==> src/rtl/mem_access_ctrl.sv <==
// Load/store access controller between the core and a word-only memory; sub-word stores use RMW.
// Optional misalignment checking is enabled by defining MEM_ACCESS_ALIGN_CHECK_EN.
module mem_access_ctrl #(
  parameter int unsigned MEM_WORDS = 256
) (
  input  logic        clk,
  input  logic        rst_n,
  input  logic        req_valid,
  output logic        req_ready,
  input  logic        req_we,
  input  logic [31:0] req_addr,
  input  logic [1:0]  req_size,
  input  logic        req_signed,
  input  logic [31:0] req_wdata,
  output logic        resp_valid,
  input  logic        resp_ready,
  output logic [31:0] resp_rdata,
  output logic        resp_err,
  output logic [31:0] mem_address,
  output logic        mem_we,
  output logic [31:0] mem_write_data,
  input  logic [31:0] mem_read_data
);

  typedef enum logic [1:0] {StIdle, StRd, StWr, StResp} state_t;

  state_t      state;
  logic [1:0]  lane_q;
  logic [1:0]  size_q;
  logic        we_q;
  logic        signed_q;
  logic [31:0] wdata_q;

  logic        range_err;
  logic        size_err;
  logic        align_err;
  logic        req_err;
  logic [1:0]  req_lane;
  logic [4:0]  shamt;
  logic [31:0] shifted;
  logic [31:0] mask;
  logic [31:0] load_data;
  logic [31:0] merge_data;

  always_comb begin
    range_err = {2'b00, req_addr[31:2]} >= 32'(MEM_WORDS);
    size_err  = (req_size == 2'b11);
`ifdef MEM_ACCESS_ALIGN_CHECK_EN
    align_err = ((req_size == 2'b01) && req_addr[0]) ||
                ((req_size == 2'b10) && (req_addr[1:0] != 2'b00));
`else
    align_err = 1'b0;
`endif
    req_err = range_err || size_err || align_err;
    // Low address bits are forced aligned for half/word accesses.
    case (req_size)
      2'b00:   req_lane = req_addr[1:0];
      2'b01:   req_lane = {req_addr[1], 1'b0};
      default: req_lane = 2'b00;
    endcase
  end

  always_comb begin
    shamt   = {lane_q, 3'b000};
    shifted = mem_read_data >> shamt;
    case (size_q)
      2'b00:   load_data = signed_q ? {{24{shifted[7]}}, shifted[7:0]}
                                    : {24'h000000, shifted[7:0]};
      2'b01:   load_data = signed_q ? {{16{shifted[15]}}, shifted[15:0]}
                                    : {16'h0000, shifted[15:0]};
      default: load_data = mem_read_data;
    endcase
    mask       = (size_q == 2'b00) ? 32'h0000_00ff : 32'h0000_ffff;
    merge_data = (mem_read_data & ~(mask << shamt)) | ((wdata_q & mask) << shamt);
  end

  always_ff @(posedge clk or negedge rst_n) begin
    if (!rst_n) begin
      state          <= StIdle;
      req_ready      <= 1'b1;
      resp_valid     <= 1'b0;
      resp_rdata     <= 32'h0;
      resp_err       <= 1'b0;
      mem_we         <= 1'b0;
      mem_address    <= 32'h0;
      mem_write_data <= 32'h0;
      lane_q         <= 2'b00;
      size_q         <= 2'b00;
      we_q           <= 1'b0;
      signed_q       <= 1'b0;
      wdata_q        <= 32'h0;
    end else begin
      case (state)
        StIdle: begin
          if (req_valid && req_ready) begin
            lane_q    <= req_lane;
            size_q    <= req_size;
            we_q      <= req_we;
            signed_q  <= req_signed;
            wdata_q   <= req_wdata;
            req_ready <= 1'b0;
            resp_rdata <= 32'h0;
            if (req_err) begin
              state      <= StResp;
              resp_valid <= 1'b1;
              resp_err   <= 1'b1;
            end else begin
              resp_err    <= 1'b0;
              mem_address <= {2'b00, req_addr[31:2]};
              if (req_we && (req_size == 2'b10)) begin
                state          <= StWr;
                mem_we         <= 1'b1;
                mem_write_data <= req_wdata;
              end else begin
                state <= StRd;
              end
            end
          end
        end
        StRd: begin
          if (we_q) begin
            state          <= StWr;
            mem_we         <= 1'b1;
            mem_write_data <= merge_data;
          end else begin
            state      <= StResp;
            resp_valid <= 1'b1;
            resp_rdata <= load_data;
          end
        end
        StWr: begin
          mem_we     <= 1'b0;
          state      <= StResp;
          resp_valid <= 1'b1;
        end
        StResp: begin
          if (resp_ready) begin
            state      <= StIdle;
            resp_valid <= 1'b0;
            req_ready  <= 1'b1;
          end
        end
        default: state <= StIdle;
      endcase
    end
  end

endmodule
==> config.mk <==
export PLATFORM = sky130hd
export DESIGN_NAME = mem_access_ctrl
export DESIGN_NICKNAME = d
export VERILOG_FILES = /design/src/rtl/mem_access_ctrl.sv
export SDC_FILE = /design/constraint.sdc
export NUM_CORES = 1
export LEC_CHECK = 0
export CORE_MARGIN = 2
export CORE_UTILIZATION = 50
export DETAILED_ROUTE_END_ITERATION = 7
export DONT_BUFFER_PORTS = 1
export PLACE_DENSITY = 0.62
export SLEW_MARGIN = 20
export SYNTH_ARGS = -nofsm -noshare
export SYNTH_HDL_FRONTEND = slang
export SYNTH_SLANG_ARGS = --single-unit
==> constraint.sdc <==
create_clock -name clk -period 2.46 [get_ports clk]
set_input_delay 0.492 -clock clk [delete_from_list [all_inputs] [get_ports clk]]
set_output_delay 0.492 -clock clk [all_outputs]
set_load 0.05 [all_outputs]
# After elaboration in Yosys (flattened, before gate mapping)
# Index checks and enable logic that the tools add are counted.
[totals]
output_inout_bits = 100
inputBits = 104
reg_bits = 138
elab_cells = 86
[classes]
order_cmp = 1
mux = 33
eq_ne = 14
n_shift = 3
reduce_logical = 17
bitwise = 5
[op_table]
columns = ["operator", "count"]
rows = [
  ["$mux 32", 8],
  ["$pmux 32 s2", 3],
  ["$and 32x16->32", 1],
  ["$and 32x32->32", 1],
  ["$not 32->32", 1],
  ["$or 32x32->32", 1],
  ["$shl 16x5->32", 1],
  ["$shl 32x5->32", 1],
  ["$shr 32x5->16", 1],
  ["$ge 30x9->1 const B", 1],
  ["$mux 16", 1],
  ["$ne 2x2->1 const B", 7],
  ["$mux 1", 12],
  ["$reduce_and 5->1", 2],
  ["$reduce_and 3->1", 3],
  ["$eq 2x2->1 const B", 4],
  ["$mux 2", 4],
  ["$pmux 2 s4", 1],
  ["$eq 2x1->1 const B", 3],
  ["$logic_not 2->1", 3],
  ["$pmux 1 s4", 1],
  ["$pmux 2 s2", 1],
  ["$reduce_and 2->1", 2],
  ["$reduce_and 4->1", 1],
  ["7 further kinds", 9],
]

# Depth between registers and ports, before layout
[depth]
depth_word = 8
ltp_mapped = 8
mapped_depth_nobuf = 7

# Worst setup path after synthesis
# No wires, ideal clock.
[synth_path]
kind = "register to register"
start = "reg state[0]"
end = "reg mem_address[0]"
slack_ps = 377
t_required_ps = 2335
stages_incl_launch_ff = 8
synth_period_minus_slack_ps = 2083
path_buffers = 2
setup_ps = 125
arrival_time_ps = 1958
path_cell_list = "dfrtp_1 > inv_1 > ha_1 > buf_2 > nand3_1 > nor3_1 > buf_2 > mux2_2"
[synth_between]
elab_chain_len = 2
[synth_rtl]
columns = ["item", "line_no", "text"]
rows = [
  ["start, declared", "27", "state_t state;"],
  ["start signal, assigned", "79", "state <= StIdle;"],
  ["start signal, assigned", "104", "state <= StResp;"],
  ["start signal, assigned", "111", "state <= StWr;"],
  ["$logic_not 2->1", "93", "case (state)"],
  ["$reduce_and 3->1 (no line)", "--", ""],
  ["end signal, assigned", "109", "mem_address <= {2'b00, req_addr[31:2]};"],
  ["end, declared", "19", "output logic [31:0] mem_address,"],
]
# No other way between the ends.
# A chain may end at the register's enable or synchronous reset.

# Worst setup path in the final report
[layout_path]
start = "reg state[0]"
end = "reg resp_rdata[22]"
[layout_between]
elab_chain_len = 3
elab_cells_between_ends = 7
cone_classes = "eq/ne (3); mux (1); reduce/logical (3)"
[layout_rtl]
columns = ["item", "line_no", "text"]
rows = [
  ["$eq 2x1->1 / $logic_not 2->1 (equally long branches)", "93", ""],
  ["$ne 2x2->1 (no line) / $reduce_bool 2->1 (equally long branches)", "--", ""],
  ["$reduce_and 3->1 (no line)", "--", ""],
  ["end signal, assigned", "128", "resp_rdata <= load_data;"],
  ["end, declared", "17", "output logic [31:0] resp_rdata,"],
]
# Parallel ways exist; a longest one is shown, timed or not.

==> flow_summary.json <==
{
  "track_usage_pct": 25.8,
  "clk_pin_slew_worst_paths_ns": 0.06,
  "cts_buffers": 17,
  "grt.met1_usage_pct": 32.6,
  "die_w_um": 114,
  "vias": 4401,
  "io_pins": 204,
  "cts.htree.levels": 4,
  "antenna_found_initial": 0,
  "grt_busiest_layer": "met2",
  "syn2layout_area_growth_pct": 11.9,
  "post-cts-setup-buffers": 0,
  "cp-start-kind": "register",
  "port_buffers": 0,
  "synthFlopType": "dfrtp_1",
  "drtAntennaViolNets": 0,
  "worstSkewPairLatency_ns": 0.41,
  "cp-end-kind": "register",
  "drt_iter0_markers": 341,
  "period_minus_slack_ns": 2.17,
  "async_reset_ff_share_pct": 100,
  "min_period_over_period_pct": 88.3,
  "die_area_sq_um": 13100,
  "placementRows": 40,
  "coreArea_sq_um": 12000,
  "tns_ns": 0,
  "ctsRootBufferMaster": "clkbuf_16",
  "worst_slew_pin_slew_ns": 0.667,
  "seq_area_frac_synth_pct": 50.2,
  "synth-edff-count": 0,
  "drive_gt1_share_pct": 24.5,
  "cts_tree": "done",
  "drc": 0,
  "skew_ns": 0.00674,
  "synth_cells": 548,
  "grt_pass1_vias": 4441,
  "final_hold_viol_count": 122,
  "initial_core_util_pct": 50.9,
  "cap_violations": 0,
  "status": "complete, but fails checks",
  "worstSetupPathType": "register to register",
  "holdWs_ns": -0.227,
  "cp_max_fo": 16,
  "power.share.clock_pct": 23.1,
  "grt_start_max_net_pins": 123,
  "crit_arrival_ns": 2.46,
  "final-seq-area_sq_um": 3050,
  "gp_congestion": 0.930,
  "multi_input_area_sq_um": 2800,
  "overflow": 0,
  "peakVddDrop_mv": 0.642,
  "netlist_area_sq_um": 6080,
  "cts-resized-gates": 0,
  "synth.ff_latch_count": 122,
  "use_met2_pct": 39.4,
  "dr.pass1.iters": 6,
  "yosysWarningCount": 0,
  "avgSynthCellArea_sq_um": 11.1,
  "drt-wirelength-per-cell_um": 23.3,
  "layout_setup_ws_ns": 0.287,
  "swShare_pct": 45.8,
  "nets": 650,
  "routed_wirelength_mm": 16.4,
  "maxSlewViolCount": 0,
  "die_h_um": 114,
  "setup_viol": 0,
  "fmax_mhz": 460,
  "p_int_mw": 5.92,
  "ctsLongestPathBuffers": 2,
  "fillCellCount": 1035,
  "crit_required_ns": 2.75,
  "powerDensity_nw_per_um2": 1600,
  "p_switching_mw": 5.00,
  "p_comb_share_pct": 32.5,
  "dp_worst_setup_slack_ns": 0.295,
  "rsz0062_at_grt": "no",
  "grt_pass1_wl_mm": 25.0,
  "detail_route.vias_per_cell": 6.27,
  "holdCritPathClass": "input pin to asynchronous set/reset pin",
  "diodes": 0,
  "hpwlAfterDp_mm": 12.0,
  "clock_sinks": 122,
  "grtUsageMet3_pct": 11.2,
  "leakage_nw": 3.08,
  "seqPwrFrac_pct": 44.4,
  "synth_cell_type_count": 53,
  "relSlewSlack_pct": 55.5,
  "violations": "negative hold slack"
}
==> cells in the final DEF (no fill, tap or decap), types with 9 or more instances in the layout <==
master / n
nor2b_1: 24
nor2_1: 40
o221ai_1: 14
nand2_1: 56
a21oi_1: 43
a221o_2: 10
buf_4: 12
clkbuf_16: 17
mux2_2: 69
a221o_1: 13
dfrtp_1: 121
and3_1: 9
mux2i_1: 19
==> flip-flops by register name (all words and copies together), names as in the netlist <==
name / count
mem_write_data: 32
lane_q: 2
we_q: 1
resp_valid: 1
mem_we: 1
resp_err: 1
req_ready: 1
signed_q: 1
wdata_q: 16
size_q: 2
mem_address: 30
resp_rdata: 32
state: 2
==> metrics by stage <==
step           hold WS (ns)  util, %  total power [mW]  cell area (sq um)  instances
3_3_place_gp          0.201     51.9              8.31               6200        670
5_1_grt              -0.250     56.9              11.5               6810        702
3_5_place_dp          0.201     51.9              8.43               6200        670
2_1_floorplan         0.196        -              7.56               6090        549
4_1_cts              -0.247     56.9              11.0               6810        702
6_report             -0.227     56.9              10.9               6810        702
==> kinds of logic after synthesis <==
| kind of cell | after synthesis | share of synthesized area [%] |
|---|---|---|
| AO/OA/AOI/OAI | 125 | 15.9 |
| other | 1 | 0.0616 |
| multiplexers | 95 | 17.4 |
| flip-flops | 122 | 50.2 |
| buffers and inverters | 49 | 3.91 |
| adder cells (fa/ha/maj) | 4 | 0.823 |
| AND/OR/NAND/NOR | 152 | 11.8 |
==> layer usage <==
metal	up-vias	wire length [um]
met5	-	0
met4	0	361
met3	30	1770
met2	219	7520
met1	2140	6720
li1	2012	-
==> final cells by class <==
cell class	count	area share, %
clock inverters	14	2.56
repair buffers	14	1.91
clock buffers	18	6.31
multi-input cells	378	41.2
inverters	9	0.496
flip-flops and latches	122	44.9
well taps	147	2.70
==> path summary, 6_finish.rpt <==
check	from	end	slack, ns	cells past startpoint
worst min-delay path	rst_n	resp_rdata[14]	-0.23	0
worst max register to register	state[0]	resp_rdata[22]	0.29	7
worst min register to register	wdata_q[15]	wdata_q[15]	0.53	1
worst max-delay path	state[0]	resp_rdata[22]	0.29	7
min in group clk	mem_read_data[30]	resp_rdata[30]	0.22	1
max in group asynchronous	rst_n	state[1]	2.44	0
==> critical path, cell delays in order (launching register included) <==
cell and delay [ns]:
dfrtp_1 0.42, inv_1 0.10, ha_1 0.39, nand2_1 0.19
nand2_1 0.33, a2111oi_4 0.09, buf_4 0.21, a221o_2 0.31
==> cell usage after synthesis (2+ instances only) <==
cell	n	area, sq um
a2bb2oi_1	7	61.3
mux2_1	6	67.6
a221o_2	10	113
o21ai_2	2	17.5
clkbuf_1	20	75.1
buf_1	2	7.51
or2_2	2	12.5
dfrtp_1	121	3030
a221o_1	13	130
ha_1	4	50.1
buf_6	3	33.8
o31ai_1	2	15.0
and3_1	9	56.3
nor2_1	40	150
o211ai_1	2	15.0
and2_1	3	18.8
o21a_1	2	15.0
nand2_1	56	210
nor3_1	3	15.0
a222oi_1	8	80.1
o311ai_0	6	52.6
a21oi_1	43	215
buf_2	9	45.0
nor2b_1	24	150
o21ai_0	7	35.0
o221ai_1	14	123
nor4_1	6	37.5
mux2_2	69	777
nand2b_1	2	12.5
buf_4	5	37.5
mux2i_1	19	190
inv_1	8	30.0
==> power groups by stage <==
stage	Sequential [mW]	Combinational, mW	Clock [mW]
6_report	4.85	3.55	2.52
2_1_floorplan	4.67	2.88	0
3_5_place_dp	4.90	3.54	0
5_1_grt	4.94	3.90	2.65
3_3_place_gp	4.87	3.44	0
4_1_cts	4.86	3.55	2.57
Power figures use the tool's default switching activity.
